## config.mk

```make
export PLATFORM = sky130hd
export DESIGN_NAME = block_commit_rob_flat
export DESIGN_NICKNAME = d
export VERILOG_FILES = /design/src/rtl/block_commit_rob_if.sv /design/src/rtl/block_commit_rob.sv /design/src/flat_wrapper.sv
export SDC_FILE = /design/constraint.sdc
export NUM_CORES = 1
export LEC_CHECK = 0
export BUFFER_PORTS_ARGS = -buffer_cell sky130_fd_sc_hd__buf_4
export CAP_MARGIN = 20
export CORE_MARGIN = 2
export CORE_UTILIZATION = 65
export CTS_BUF_LIST = sky130_fd_sc_hd__clkbuf_4
export DETAILED_ROUTE_END_ITERATION = 8
export PLACE_DENSITY_LB_ADDON = 0.08
export SKIP_LAST_GASP = 1
export SLEW_MARGIN = 30
export SYNTH_ARGS = -nofsm -noshare
export SYNTH_HDL_FRONTEND = slang
export SYNTH_SLANG_ARGS = --single-unit
```

## constraint.sdc

```tcl
create_clock -name clk -period 8 [get_ports clk]
set_input_delay 1.6 -clock clk [delete_from_list [all_inputs] [get_ports clk]]
set_output_delay 1.6 -clock clk [all_outputs]
set_load 0.005 [all_outputs]
```

## src/rtl/block_commit_rob_if.sv

```systemverilog
// block_commit_rob_if: dispatch, completion and commit handshakes of the commit ROB.
//   alloc_*  : dispatcher allocation request (alloc_ready from the ROB)
//   done_*   : per-core completion strobes, IDs and register write masks (flattened)
//   commit_* : in-order retirement to the commit consumer (commit_ready from the consumer)
//   master = dispatcher/cores/consumer side, slave = ROB side
interface block_commit_rob_if #(
  parameter int NUM_CORES = 3,
  parameter int ID_W = 8
);
  localparam int CW = NUM_CORES > 1 ? $clog2(NUM_CORES) : 1;
  logic alloc_valid;
  logic [ID_W-1:0] alloc_id;
  logic alloc_ready;
  logic [NUM_CORES-1:0] done_valid;
  logic [NUM_CORES*ID_W-1:0] done_id;
  logic [NUM_CORES*32-1:0] done_wmask;
  logic commit_valid;
  logic [ID_W-1:0] commit_id;
  logic [CW-1:0] commit_core;
  logic [31:0] commit_wmask;
  logic commit_ready;
  modport master (
    output alloc_valid, alloc_id, done_valid, done_id, done_wmask, commit_ready,
    input alloc_ready, commit_valid, commit_id, commit_core, commit_wmask
  );
  modport slave (
    input alloc_valid, alloc_id, done_valid, done_id, done_wmask, commit_ready,
    output alloc_ready, commit_valid, commit_id, commit_core, commit_wmask
  );
endinterface

```

## src/rtl/block_commit_rob.sv

```systemverilog
// block_commit_rob: in-order commit buffer retiring out-of-order core completions in allocation order.
//   clk, rst (async active-low), flush (sync clear of all entries, err flags kept)
//   bus   : alloc / done / commit handshakes (slave side)
//   count : live entries; err_unknown_id / err_dup_done : sticky completion errors
module block_commit_rob #(
  parameter int NUM_CORES = 3,
  parameter int ROB_DEPTH = 8,
  parameter int ID_W = 8,
  localparam int CW = NUM_CORES > 1 ? $clog2(NUM_CORES) : 1,
  localparam int PW = $clog2(ROB_DEPTH),
  localparam int CNTW = PW + 1
) (
  input  logic clk,
  input  logic rst,
  input  logic flush,
  block_commit_rob_if.slave bus,
  output logic [CNTW-1:0] count,
  output logic err_unknown_id,
  output logic err_dup_done
);
  logic [PW:0] head_q, head_d, tail_q, tail_d;
  logic [ROB_DEPTH-1:0] live_q, live_d, done_q, done_d;
  logic [ROB_DEPTH-1:0][ID_W-1:0] id_q, id_d;
  logic [ROB_DEPTH-1:0][CW-1:0] core_q, core_d;
  logic [ROB_DEPTH-1:0][31:0] wmask_q, wmask_d;
  logic cv_q, cv_d;
  logic [ID_W-1:0] cid_q, cid_d;
  logic [CW-1:0] ccore_q, ccore_d;
  logic [31:0] cwm_q, cwm_d;
  logic [CNTW-1:0] count_q, count_d;
  logic eu_q, eu_d, ed_q, ed_d;
  logic [PW-1:0] hp, tp;
  logic full, do_alloc, pop, dup, hit;
  always_comb begin
    head_d = head_q;
    tail_d = tail_q;
    live_d = live_q;
    done_d = done_q;
    id_d = id_q;
    core_d = core_q;
    wmask_d = wmask_q;
    cv_d = cv_q;
    cid_d = cid_q;
    ccore_d = ccore_q;
    cwm_d = cwm_q;
    count_d = count_q;
    eu_d = eu_q;
    ed_d = ed_q;
    dup = 1'b0;
    hit = 1'b0;
    hp = head_q[PW-1:0];
    tp = tail_q[PW-1:0];
    full = (hp == tp) && (head_q[PW] != tail_q[PW]);
    do_alloc = bus.alloc_valid && !full;
    pop = live_q[hp] && done_q[hp] && (!cv_q || bus.commit_ready);
    // Matching uses registered live/done only, so an entry allocated this cycle never matches.
    for (int c = 0; c < NUM_CORES; c++) begin
      if (bus.done_valid[c]) begin
        dup = 1'b0;
        hit = 1'b0;
        for (int d = 0; d < c; d++)
          if (bus.done_valid[d] && bus.done_id[d*ID_W +: ID_W] == bus.done_id[c*ID_W +: ID_W]) dup = 1'b1;
        if (!dup)
          for (int i = 0; i < ROB_DEPTH; i++)
            if (live_q[i] && !done_q[i] && id_q[i] == bus.done_id[c*ID_W +: ID_W]) begin
              done_d[i] = 1'b1;
              core_d[i] = CW'(c);
              wmask_d[i] = bus.done_wmask[c*32 +: 32];
              hit = 1'b1;
            end
        ed_d = ed_d | dup;
        eu_d = eu_d | (!dup && !hit);
      end
    end
    if (do_alloc) begin
      live_d[tp] = 1'b1;
      done_d[tp] = 1'b0;
      id_d[tp] = bus.alloc_id;
      core_d[tp] = '0;
      wmask_d[tp] = '0;
      tail_d = tail_q + (PW+1)'(1);
    end
    if (pop) begin
      cv_d = 1'b1;
      cid_d = id_q[hp];
      ccore_d = core_q[hp];
      cwm_d = wmask_q[hp];
      live_d[hp] = 1'b0;
      done_d[hp] = 1'b0;
      head_d = head_q + (PW+1)'(1);
    end else if (cv_q && bus.commit_ready) begin
      cv_d = 1'b0;
    end
    count_d = count_q + CNTW'(do_alloc) - CNTW'(pop);
    // Flush discards everything in flight this cycle, including completions, but keeps the sticky errors.
    if (flush) begin
      live_d = '0;
      done_d = '0;
      head_d = '0;
      tail_d = '0;
      count_d = '0;
      cv_d = 1'b0;
      eu_d = eu_q;
      ed_d = ed_q;
    end
  end
  always_ff @(posedge clk or negedge rst) begin
    if (!rst) begin
      head_q <= '0;
      tail_q <= '0;
      live_q <= '0;
      done_q <= '0;
      id_q <= '0;
      core_q <= '0;
      wmask_q <= '0;
      cv_q <= 1'b0;
      cid_q <= '0;
      ccore_q <= '0;
      cwm_q <= '0;
      count_q <= '0;
      eu_q <= 1'b0;
      ed_q <= 1'b0;
    end else begin
      head_q <= head_d;
      tail_q <= tail_d;
      live_q <= live_d;
      done_q <= done_d;
      id_q <= id_d;
      core_q <= core_d;
      wmask_q <= wmask_d;
      cv_q <= cv_d;
      cid_q <= cid_d;
      ccore_q <= ccore_d;
      cwm_q <= cwm_d;
      count_q <= count_d;
      eu_q <= eu_d;
      ed_q <= ed_d;
    end
  end
  assign bus.alloc_ready = !full;
  assign bus.commit_valid = cv_q;
  assign bus.commit_id = cid_q;
  assign bus.commit_core = ccore_q;
  assign bus.commit_wmask = cwm_q;
  assign count = count_q;
  assign err_unknown_id = eu_q;
  assign err_dup_done = ed_q;
endmodule

```

## src/flat_wrapper.sv

```systemverilog
// flat-port wrapper written by rule: the top's interface ports become plain ports
module block_commit_rob_flat 
#(
  parameter int NUM_CORES = 3,
  parameter int ROB_DEPTH = 8,
  parameter int ID_W = 8,
  localparam int CW = NUM_CORES > 1 ? $clog2(NUM_CORES) : 1,
  localparam int PW = $clog2(ROB_DEPTH),
  localparam int CNTW = PW + 1
)
  (clk, rst, flush, count, err_unknown_id, err_dup_done, bus_alloc_valid, bus_alloc_id, bus_done_valid, bus_done_id, bus_done_wmask, bus_commit_ready, bus_alloc_ready, bus_commit_valid, bus_commit_id, bus_commit_core, bus_commit_wmask);
  block_commit_rob_if #(.NUM_CORES(NUM_CORES), .ID_W(ID_W)) bus_i ();
  input  logic clk;
  input  logic rst;
  input  logic flush;
  output logic [CNTW-1:0] count;
  output logic err_unknown_id;
  output logic err_dup_done;
  input wire logic [$bits(bus_i.alloc_valid)-1:0] bus_alloc_valid;
  input wire logic [$bits(bus_i.alloc_id)-1:0] bus_alloc_id;
  input wire logic [$bits(bus_i.done_valid)-1:0] bus_done_valid;
  input wire logic [$bits(bus_i.done_id)-1:0] bus_done_id;
  input wire logic [$bits(bus_i.done_wmask)-1:0] bus_done_wmask;
  input wire logic [$bits(bus_i.commit_ready)-1:0] bus_commit_ready;
  output wire logic [$bits(bus_i.alloc_ready)-1:0] bus_alloc_ready;
  output wire logic [$bits(bus_i.commit_valid)-1:0] bus_commit_valid;
  output wire logic [$bits(bus_i.commit_id)-1:0] bus_commit_id;
  output wire logic [$bits(bus_i.commit_core)-1:0] bus_commit_core;
  output wire logic [$bits(bus_i.commit_wmask)-1:0] bus_commit_wmask;
  assign bus_i.alloc_valid = bus_alloc_valid;
  assign bus_i.alloc_id = bus_alloc_id;
  assign bus_i.done_valid = bus_done_valid;
  assign bus_i.done_id = bus_done_id;
  assign bus_i.done_wmask = bus_done_wmask;
  assign bus_i.commit_ready = bus_commit_ready;
  assign bus_alloc_ready = bus_i.alloc_ready;
  assign bus_commit_valid = bus_i.commit_valid;
  assign bus_commit_id = bus_i.commit_id;
  assign bus_commit_core = bus_i.commit_core;
  assign bus_commit_wmask = bus_i.commit_wmask;
  block_commit_rob #(.NUM_CORES(NUM_CORES), .ROB_DEPTH(ROB_DEPTH), .ID_W(ID_W)) u_core (.clk(clk), .rst(rst), .flush(flush), .bus(bus_i), .count(count), .err_unknown_id(err_unknown_id), .err_dup_done(err_dup_done));
endmodule
```

=== Word level (Yosys, flattened, before mapping) ===
Cells that the tools add are included.
W data, S select, Z words.

* Bitwise operators: 15
* Multiply operators: 0
* Multiplexer cells: 163
* Div/mod/pow operators: 0
* Shift-type cells: 0
* Add/subtract/negate cells: 4
* Equality and inequality tests: 29
* Reduce and logical (&&, ||, !) cells: 63
* $lt $le $gt $ge: 4

{| class="wikitable"
|+ Operator list
! operator !! count
|-
| $mux W256 || 6
|-
| $mux W32 || 26
|-
| $and A256 B256 Y256 || 1
|-
| $not A256 Y256 || 1
|-
| $eq A8 B8 Y1 || 27
|-
| $mux W8 || 13
|-
| $bmux W32 S3 || 1
|-
| $demux W32 S3 || 1
|-
| $mux W16 || 6
|-
| $mux W1 || 70
|-
| $bwmux W64 || 1
|-
| $mux W2 || 26
|-
| $logic_and A1 B1 Y1 || 44
|-
| $and A8 B8 Y8 || 3
|-
| $bmux W8 S3 || 1
|-
| $demux W8 S3 || 1
|-
| $mux W4 || 5
|-
| $and A16 B16 Y16 || 1
|-
| $not A16 Y16 || 1
|-
| $not A8 Y8 || 2
|-
| $logic_not A1 Y1 || 15
|-
| $add A4 B1 Y4 const B || 2
|-
| $lt A3 B4 Y1 const B || 2
|-
| $or A8 B8 Y8 || 1
|-
| other kinds (13) || 21
|}

* Latch bits: 0
* Bits in read-only memories: 0
* Memories: 0
* Output and inout bits: 50
* Memory bits (writable): 0
* Input port bits: 136
* Logic and storage cells: 313
* Flip-flop bits (word level): 409

=== Logic depth before layout (Yosys ltp) ===
* Depth in word-level cells: 19
* Gate-level depth with buffers: 15
* Depth with buffers taken out: 11

=== Worst setup path after synthesis ===
OpenSTA, ideal clock, no wires.

* Path type: input port to flip-flop
* Start: input port bus_commit_ready
* End: register u_core.count_q[2] (netlist: u_core.count[2])
* Arrival: 3,390 ps
* Path slack: 4,479 ps
* Stages on the path: 10
* Data required time: 7,868 ps
* Path buffers: 2
* Library setup time: 132 ps
* Path through: nand2b_1 -> and3_1 -> buf_2 -> buf_2 -> ha_1 -> inv_1 -> ha_1 -> fa_1 -> xnor2_1 -> nor2_1

* Cells in the longest elaborated chain, start to end: 4

{| class="wikitable"
|+ Ends and longest elaborated chain
! element !! line !! RTL
|-
| start: declaration || flat_wrapper.sv:24 || <nowiki>input wire logic [$bits(bus_i.commit_ready)-1:0] bus_commit_ready;</nowiki>
|-
| $logic_or A1 B1 Y1 || block_commit_rob.sv:55 || <nowiki>pop = live_q[hp] && done_q[hp] && (!cv_q || bus.commit_ready);</nowiki>
|-
| $logic_and A1 B1 Y1 || block_commit_rob.sv:55 ||
|-
| net u_core.pop || block_commit_rob.sv:33 || <nowiki>logic full, do_alloc, pop, dup, hit;</nowiki>
|-
| $sub A4 B1 Y4 || block_commit_rob.sv:94 || <nowiki>count_d = count_q + CNTW'(do_alloc) - CNTW'(pop);</nowiki>
|-
| $mux W4 || block_commit_rob.sv:96 || <nowiki>if (flush) begin</nowiki>
|-
| net u_core.count_d[2] || block_commit_rob.sv:30 || <nowiki>logic [CNTW-1:0] count_q, count_d;</nowiki>
|-
| end signal: assignment || block_commit_rob.sv:135 || <nowiki>count_q <= count_d;</nowiki>
|-
| end: declaration || block_commit_rob.sv:30 ||
|}

The timed path passes the listed nets, and every way through them passes these cells.
A chain may end at the register's enable or synchronous reset.

==> out/results.ini <==
[place]
gp_congestion = 1.057
io_buffers = 185
pre_cts_slack_ps = 3128
hpwl_mm = 57.58

[die]
core_um2 = 39730
die_x_um = 204.7
rows = 73
die_area_um2 = 41890
start_util_pct = 65.88
fp.dieH_um = 204.7
ioPinCount = 186

[timing]
setup_tns_ps = 0
final-max-slew-violation-count = 0
slew_headroom_pct = 30.51
finalCriticalPeriod_ps = 4249
fin_ws_ps = 3751
period_share_pct = 53.12
timing.fmax_ghz = 0.2353
hold_viol = 0
worstMarginPinSlew_ps = 1040
setup_viol = 0
clock_skew_ps = 76.72
rsz0062_at_grt = no

[power_and_ir_drop]
clkPwrFrac_pct = 37.8
comb_power_share_pct = 14.8
p_leak_uw = 0.01482
power_density_nw_per_um2 = 173.7
p_sw_uw = 1585
switching_share_pct = 31.62
power.internal_uw = 3427
ir_drop_v = 0.0001135
seqPwrFrac_pct = 47.4

[layout]
nFillCells = 2912
nNetsFinal = 2679
drive_above_1_share_pct = 27.12
area_growth_pct = 10.23
final_common_cell = dfrtp_1
mostFrequentLayoutCells = dfrtp_1 (409), mux2i_1 (259), mux2_2 (239)

[setup_path]
reg2reg_depth = 6
r2r_start = u_core.head_q[1]
r2r-end = u_core.wmask_q[238]
startpoint = u_core.head_q[1]
crit_arrival_ps = 4970
critPathKind = reg -> reg
worstPathRequired_ps = 8720
cp-start-kind = flop
crit_path_end_kind = flop
endpoint = u_core.wmask_q[238]
r2r_slack_ps = 3750
crit_fanout = 46

[logic_synthesis]
synth-compound-area-share_pct = 16.06
synthTopCellsByArea = dfrtp_1 (39%), mux2_2 (10%), mux2i_1 (9.9%)
synth_top_family_by_area = multiplexers
synth_top_area_share_pct = 39.10
yosys.area.top_type = dfrtp_1
synth_edf_count = 0
synth-simple-area-share_pct = 8.738
synth_top_flop_cell = dfrtp_1
ys_warn_count = 0
ys_seq_area_share_pct = 39.10
synth_cells = 2467
syn-num-nets = 2610
async_reset_ff_share_pct = 100.0
synth_area_um2 = 26180
yosys.area_share.adder_pct = 0.3633
synthMuxAreaShare_pct = 22.47
avgSynthCellArea_um2 = 10.61
synth.distinct_cells = 72
synth-xor-area-share_pct = 7.662
synth_seq_cells = 409

[cts]
hold_buffers = 0
clockBufferDepth = 3
cts.sinks = 409
cts_setup_buffers = 0
cts_made_buffers = 108
ctsResizeCount = 0
clkTransAtPathRegs_ps = 60
cts_tree = built
clk_latency_ps = 900
cts_max_level = 3
cts_root_buf = clkbuf_4

[hold_path]
hold_depth = 1
hold_path.class = reg -> reg

[route]
drt_first_pass_iters = 5
num_vias = 22680
drc = 0
finalWirelength_mm = 96.83
drt_iter0_markers = 2900
wl_per_cell_um = 30.85
viasPerCell = 7.225
ant_nets = 0

[global_routing]
grt_use_total_pct = 45.93
antenna_found_initial = 4
grt_max_degree = 146
grt_pass1_wl_mm = 141.8
grt_overflow = 0
grt_pass1_vias = 22830

[run]
maxCapViolCount = 0

[status]
status = finished, final reports clean

==> synthesized netlist by cell type, types with 11 or more instances <==
master / n
a21oi_1: 15
a221oi_1: 83
a22o_1: 83
a31oi_1: 45
buf_2: 112
buf_4: 15
buf_6: 13
clkbuf_1: 125
dfrtp_1: 409
inv_1: 42
mux2_1: 51
mux2_2: 239
mux2i_1: 259
nand2_1: 168
nand2b_1: 12
nand3_1: 40
nand4_1: 32
nor2_1: 76
nor2b_1: 11
nor3_1: 17
nor4_1: 17
o22ai_1: 86
o2bb2ai_1: 160
xnor2_1: 156
xor2_1: 73
==> stage by stage <==
step	hold slack [ps]	utilization, %	std cells	cell area, µm²	power, µW
final	472.7	72.62	3139	28850	5012
after global placement	460.3	68.90	2948	27370	3106
after CTS	475.2	72.51	3135	28810	4987
after floorplan	465.0	-	2467	26180	2778
after detailed placement	462.3	69.07	2950	27440	3125
after global routing	488.3	72.62	3138	28850	5171
==> critical path, stage by stage (launching register included) <==
cell,delay (ps)
dfrtp_1,920
xnor2_1,330
a41oi_4,500
nand4_4,850
nand2_1,940
buf_4,390
o22ai_1,150
==> power groups by stage <==
stage	Sequential, µW	Clock, µW	Combinational, µW
after global routing	2370	2000	796
after CTS	2360	1900	731
after floorplan	2230	0	544
after global placement	2390	0	711
final	2380	1900	740
after detailed placement	2400	0	727
==> layout make-up <==
class	count	area [µm²]	area share, %
Inverter	42	157.7	0.5464
Clock buffer	163	1224	4.241
Clock inverter	22	143.9	0.4987
Sequential cell	409	10230	35.47
Tap cell	525	656.9	2.277
Timing Repair Buffer	230	1808	6.266
Multi-Input combinational cell	1745	14620	50.67
Antenna cell	3	7.507	0.02602
==> flip-flops by register name, summed over array words and instances, names as in the netlist, 8 cells and up <==
name and flops:
u_core.done_q 8, u_core.bus.commit_wmask 32, u_core.id_q 64, u_core.bus.commit_id 8
u_core.wmask_q 256, u_core.live_q 8, u_core.core_q 16
==> cells by family after synthesis <==
group | Yosys count
adder cells (fa/ha/maj) | 7
XOR/XNOR | 229
AO/OA/AOI/OAI | 517
flip-flops | 409
AND/OR/NAND/NOR | 442
buffers and inverters | 313
multiplexers | 550
==> worst min-delay path by stage <==
stage,start,end,slack (ps)
floorplan,u_core.err_dup_done,u_core.err_dup_done,460
global placement,u_core.err_dup_done,u_core.err_dup_done,460
detailed placement,u_core.err_dup_done,u_core.err_dup_done,460
CTS,u_core.err_dup_done,u_core.err_dup_done,480
global route,u_core.err_dup_done,u_core.err_dup_done,490
finish,u_core.err_dup_done,u_core.err_dup_done,470
==> layer usage <==
layer  vias up  global-route usage [%]  share of wire [%]
met5         -                       0              0.030
met4         4                   27.64                6.3
met3       431                   11.98                 12
met2      1799                   69.03                 44
met1     11110                   59.69                 37
li1       9335                       -                  -
Power figures use the tool's default switching activity.
